$ cat src/rtl/obi_mgr.sv
// Single-outstanding OBI manager: latches one controller request, drives the A channel until grant, then collects the R response.
// Optional error response capture is enabled by defining OBI_MGR_ERR_RESP_EN.
module obi_mgr #(
    parameter int ADDR_WIDTH  = 32,
    parameter int DATA_WIDTH  = 32,
    parameter int AUSER_WIDTH = 0,
    parameter int WUSER_WIDTH = 0,
    parameter int RUSER_WIDTH = 0,
    parameter int ID_WIDTH    = 0,
    parameter int ACHK_WIDTH  = 0,
    parameter int RCHK_WIDTH  = 0,
    parameter int COMB_GNT    = 0
) (
    input  logic                    clk_i,
    input  logic                    reset_ni,
    input  logic                    req_i,
    input  logic                    we_i,
    input  logic [ADDR_WIDTH-1:0]   addr_i,
    input  logic [DATA_WIDTH-1:0]   wdata_i,
    output logic [DATA_WIDTH-1:0]   rsp_o,
    output logic                    obi_req_o,
    input  logic                    obi_gnt_i,
    output logic [ADDR_WIDTH-1:0]   obi_addr_o,
    output logic                    obi_we_o,
    output logic [DATA_WIDTH/8-1:0] obi_be_o,
    output logic [DATA_WIDTH-1:0]   obi_wdata_o,
    input  logic                    obi_rvalid_i,
    output logic                    obi_rready_o,
    input  logic [DATA_WIDTH-1:0]   obi_rdata_i,
    input  logic                    obi_err_i
);

    localparam int BE_WIDTH = DATA_WIDTH / 8;

    typedef enum logic [2:0] {
        IDLE = 3'b000,
        ADDR = 3'b001,
        RESP = 3'b010,
        DONE = 3'b011,
        ERR  = 3'b100
    } state_t;

    state_t state;
    state_t w_state_next;

    logic [ADDR_WIDTH-1:0] r_addr;
    logic                  r_we;
    logic [DATA_WIDTH-1:0] r_wdata;
    logic [BE_WIDTH-1:0]   r_be;
    logic [DATA_WIDTH-1:0] r_rsp;

    logic w_fast;
    logic w_accept;
    logic w_resp_done;
    logic w_err;
    logic w_unused_cfg;

    // Fast path: in IDLE the controller request is presented straight to the bus.
    assign w_fast      = (COMB_GNT != 0) && (state == IDLE);
    assign w_accept    = (state == IDLE) && req_i;
    assign w_resp_done = (state == RESP) && obi_rvalid_i;

`ifdef OBI_MGR_ERR_RESP_EN
    assign w_err = obi_err_i;
`else
    assign w_err = 1'b0;
`endif

    assign w_unused_cfg = obi_err_i ^ (AUSER_WIDTH != 0) ^ (WUSER_WIDTH != 0) ^ (RUSER_WIDTH != 0)
                        ^ (ID_WIDTH != 0) ^ (ACHK_WIDTH != 0) ^ (RCHK_WIDTH != 0);

    always_ff @(posedge clk_i or negedge reset_ni) begin
        if (!reset_ni) begin
            state <= IDLE;
        end else begin
            state <= w_state_next;
        end
    end

    always_comb begin
        w_state_next = state;
        case (state)
            IDLE: begin
                if (req_i) begin
                    w_state_next = (w_fast && obi_gnt_i) ? RESP : ADDR;
                end
            end
            ADDR: begin
                if (obi_gnt_i) begin
                    w_state_next = RESP;
                end
            end
            RESP: begin
                if (obi_rvalid_i) begin
                    w_state_next = w_err ? ERR : DONE;
                end
            end
            DONE:    w_state_next = IDLE;
            ERR:     w_state_next = IDLE;
            default: w_state_next = IDLE;
        endcase
    end

    always_ff @(posedge clk_i or negedge reset_ni) begin
        if (!reset_ni) begin
            r_addr  <= '0;
            r_we    <= 1'b0;
            r_wdata <= '0;
            r_be    <= '0;
            r_rsp   <= '0;
        end else begin
            if (w_accept) begin
                r_addr  <= addr_i;
                r_we    <= we_i;
                r_wdata <= wdata_i;
                r_be    <= '1;
            end
            // Byte enables drop with the response so DONE/ERR/IDLE show none.
            if (w_resp_done) begin
                r_be <= '0;
                if (w_err) begin
                    r_rsp <= '1;
                end else if (!r_we) begin
                    r_rsp <= obi_rdata_i;
                end
            end
        end
    end

    assign obi_req_o    = (state == ADDR) || (w_fast && req_i);
    assign obi_addr_o   = w_fast ? addr_i  : r_addr;
    assign obi_we_o     = w_fast ? we_i    : r_we;
    assign obi_wdata_o  = w_fast ? wdata_i : r_wdata;
    assign obi_be_o     = w_fast ? {BE_WIDTH{req_i}} : r_be;
    assign obi_rready_o = (state == RESP);
    assign rsp_o        = r_rsp;

endmodule

$ cat config.mk
export PLATFORM = sky130hd
export DESIGN_NAME = obi_mgr
export DESIGN_NICKNAME = d
export VERILOG_FILES = /design/src/rtl/obi_mgr.sv
export SDC_FILE = /design/constraint.sdc
export NUM_CORES = 1
export LEC_CHECK = 0
export ABC_AREA = 1
export CELL_PAD_IN_SITES_DETAIL_PLACEMENT = 1
export CELL_PAD_IN_SITES_GLOBAL_PLACEMENT = 1
export CORE_ASPECT_RATIO = 2
export CORE_UTILIZATION = 31
export DETAILED_ROUTE_END_ITERATION = 8
export GPL_TIMING_DRIVEN = 0
export PLACE_DENSITY_LB_ADDON = 0.25
export REMOVE_ABC_BUFFERS = 1
export SLEW_MARGIN = 10
export SYNTH_ARGS = -nofsm -noshare
export SYNTH_HDL_FRONTEND = slang
export SYNTH_SLANG_ARGS = --single-unit
$ cat constraint.sdc
create_clock -name clk_i -period 4.2 [get_ports clk_i]
set_clock_uncertainty 0.1 [all_clocks]
set_input_delay 0.42 -clock clk_i [delete_from_list [all_inputs] [get_ports clk_i]]
set_output_delay 0.42 -clock clk_i [all_outputs]
set_load 0.05 [all_outputs]
==> flow_summary.toml <==
[critical_path]
path_cells = "inv_1 > ha_1 > clkdlybuf4s50_1"
cp-start-kind = "flip-flop"
crit_type = "flip-flop to primary output"
critical_path.slowest_cell = "clkdlybuf4s50_1"
r2r_slack_ns = 1.89
regToRegStartpoint = "state[0]"
crit_required_ns = 3.68
rr_worst_depth = 7
cp_max_fo = 4
worst_ep_arrival_time_ns = 1.92
timing.rr.end = "obi_be_o[2]"
cpPeakStageDelay_ns = 0.83
crit_path_end_kind = "primary output"

[worst_hold_path]
hold_end = "obi_addr_o[12]"
hold_class = "flip-flop to flip-flop"
holdPathStages = 2
hp-start = "obi_addr_o[12]"

[detailed_routing]
wl_met1_um = 4100
ant_nets = 0
routed-wl-met2_um = 7210
dr.pass1.iters = 4
via_count = 3570
via_per_inst = 4.47
route.detailed.drc = 0
top_layer_used = "met4"
drt_wl_total_um = 12500
drt_iter0_markers = 147
dr_wl_met3_um = 509
wl_per_cell_um = 15.6

[sta]
slew-limit-headroom_pct = 42.4
whs_ns = 0.380
fin_ws_ns = 1.76
grt_setup_unrepaired = "false"
timing.fmax_ghz = 0.411
slew_violations = 0
min_period_ns = 2.44
tightest_slew_ns = 0.863
hold_viol = 0
post-route-period-util_pct = 58.0
setup_violations = 0

[power_and_ir_drop]
p_sw_share_pct = 49.7
p_leak_uw = 0.00323
p_int_uw = 3080
power.density_mw_per_mm2 = 936
power_frac_comb_pct = 58.7
vdd_drop_max_mv = 0.486
p_seq_share_pct = 27.2
p_sw_uw = 3040
power.total_uw = 6130
clkPwrFrac_pct = 14.1

[grt]
grt_max_degree = 65
grt_usage_pct = 18.3
grt_pass1_wl_um = 19400
antenna_found_initial = 1
grt-ovfl-total = 0
grt_pass1_vias = 3873

[logic_synthesis]
ys_ff_latch = 100
ys_types = 13
yosysSeqAreaShare_pct = 61.1
ys_warn_count = 0
synthCells = 446
syn_area_mm2 = 0.00410
avgSynthCellArea_um2 = 9.19

[finish]
n_fill_cell = 1463
utilization_pct = 50.7
drive_gt1_share_pct = 8.06
nets = 749
area_delta_synth_final_pct = 59.8
layout_commonest_cell = "nand2_1"
mostFrequentLayoutCells = "nand2_1, clkdlybuf4s50_1, dfrtp_1"
instances_no_fill = 799

[cts]
cts_tree = "built"
cts_buffers = 9
cts_max_level = 3
clockRootBuffer = "clkbuf_16"
clk_latency_ns = 0.33
cts_resized = 0
cts_num_sinks = 100
clock_tree.buffer_depth = 2
cts.clk_slew.worst_paths_ns = 0.06

[status]
status = "finished clean"

[placed_design]
port_buffers = 204
dpl.cell_count = 781
place_ws_ns = 1.75
hpwl_um = 9480
gp_congestion = 0.717

[floorplan]
die_width_um = 83.3
initial_core_util_pct = 31.7
die_area_mm2 = 0.0137
ios = 206
fp.dieH_um = 165
core_area_mm2 = 0.0129
placementRows = 59

[run]
drv_cap = 0
state kept, by name (all words and copies together), names as in the netlist:
| signal | cells |
|---|---|
| obi_be_o | 1 |
| rsp_o | 32 |
| state | 2 |
| obi_wdata_o | 32 |
| obi_addr_o | 32 |
| obi_we_o | 1 |
repair_timing:
item                                   4_1_cts  5_1_grt
endpoints found under the hold margin       41        0
buffers inserted                             0        0
hold buffers                                 1        0
cell usage after synthesis:
library cell  number  share of area [%]
nand3_1            1               0.12
dfrtp_1          100                 61
buf_2              8               0.98
or2_1              1               0.15
nor2_1             3               0.27
buf_6              7                1.9
inv_1             40                3.7
buf_4              7                1.3
o21ai_2           32                6.8
nand2_1          239                 22
o21ai_0            1               0.12
ha_1               5                1.5
clkbuf_1           2               0.18
how the worst max path moves through the flow:
stage / depth (start not counted) / startpoint / slack, ns / end
2_1_floorplan: 6 / state[0] / 0.85 / obi_be_o[2]
3_3_place_gp: 1 / reset_ni / -1.28 / rsp_o[0]
3_5_place_dp: 6 / req_i / 1.75 / obi_wdata_o[9]
4_1_cts: 3 / state[0] / 1.73 / obi_rready_o
5_1_grt: 7 / state[0] / 1.63 / obi_be_o[2]
6_report: 3 / state[0] / 1.76 / obi_rready_o
critical path, delay by kind of cell (launching register included):
family     cells  cell delay [ns]
flops          1             0.42
fa+ha+maj      1             0.19
buf+inv        2             0.97
layout make-up:
cell class | instances | area, µm² | area share [%]
Antenna cell | 2 | 5.00 | 0.0764
Clock buffer | 11 | 233 | 3.55
Clock inverter | 4 | 75.1 | 1.15
Inverter | 40 | 150 | 2.29
Multi-Input combinational cell | 282 | 1270 | 19.4
Sequential cell | 100 | 2500 | 38.2
Tap cell | 152 | 190 | 2.90
Timing Repair Buffer | 208 | 2120 | 32.4
cells by family (layout without fill, tap and decap cells):
family	Yosys count	count (layout)	share of synthesized area (%)
fa+ha+maj	5	5	1.53
other cells	0	2	0
compound gates	33	33	6.96
flops	100	100	61.1
buf+inv	64	263	8.03
simple gates	244	244	22.4
power groups by stage:
stage,clock [µW],combinational (µW),sequential (µW)
after global placement,0,3560,1650
after detailed placement,0,3630,1680
after floorplan,0,719,3240
final,866,3600,1670
after CTS,898,3640,1670
after global routing,933,3790,1720
metrics by stage:
stage	setup TNS [ns]	cell area (µm²)
final	0	6550
after global routing	0	6550
after CTS	0	6540
after detailed placement	0	6230
after global placement	-181.48	6150
after floorplan	0	3920
per-layer routing:
| metal | track usage, % | vias up |
|---|---|---|
| met4 | 10.7 | 0 |
| met2 | 35.8 | 125 |
| met5 | 0 | - |
| met3 | 3.70 | 33 |
| met1 | 17.1 | 1697 |
| li1 | - | 1715 |
Power figures use the tool's default switching activity.
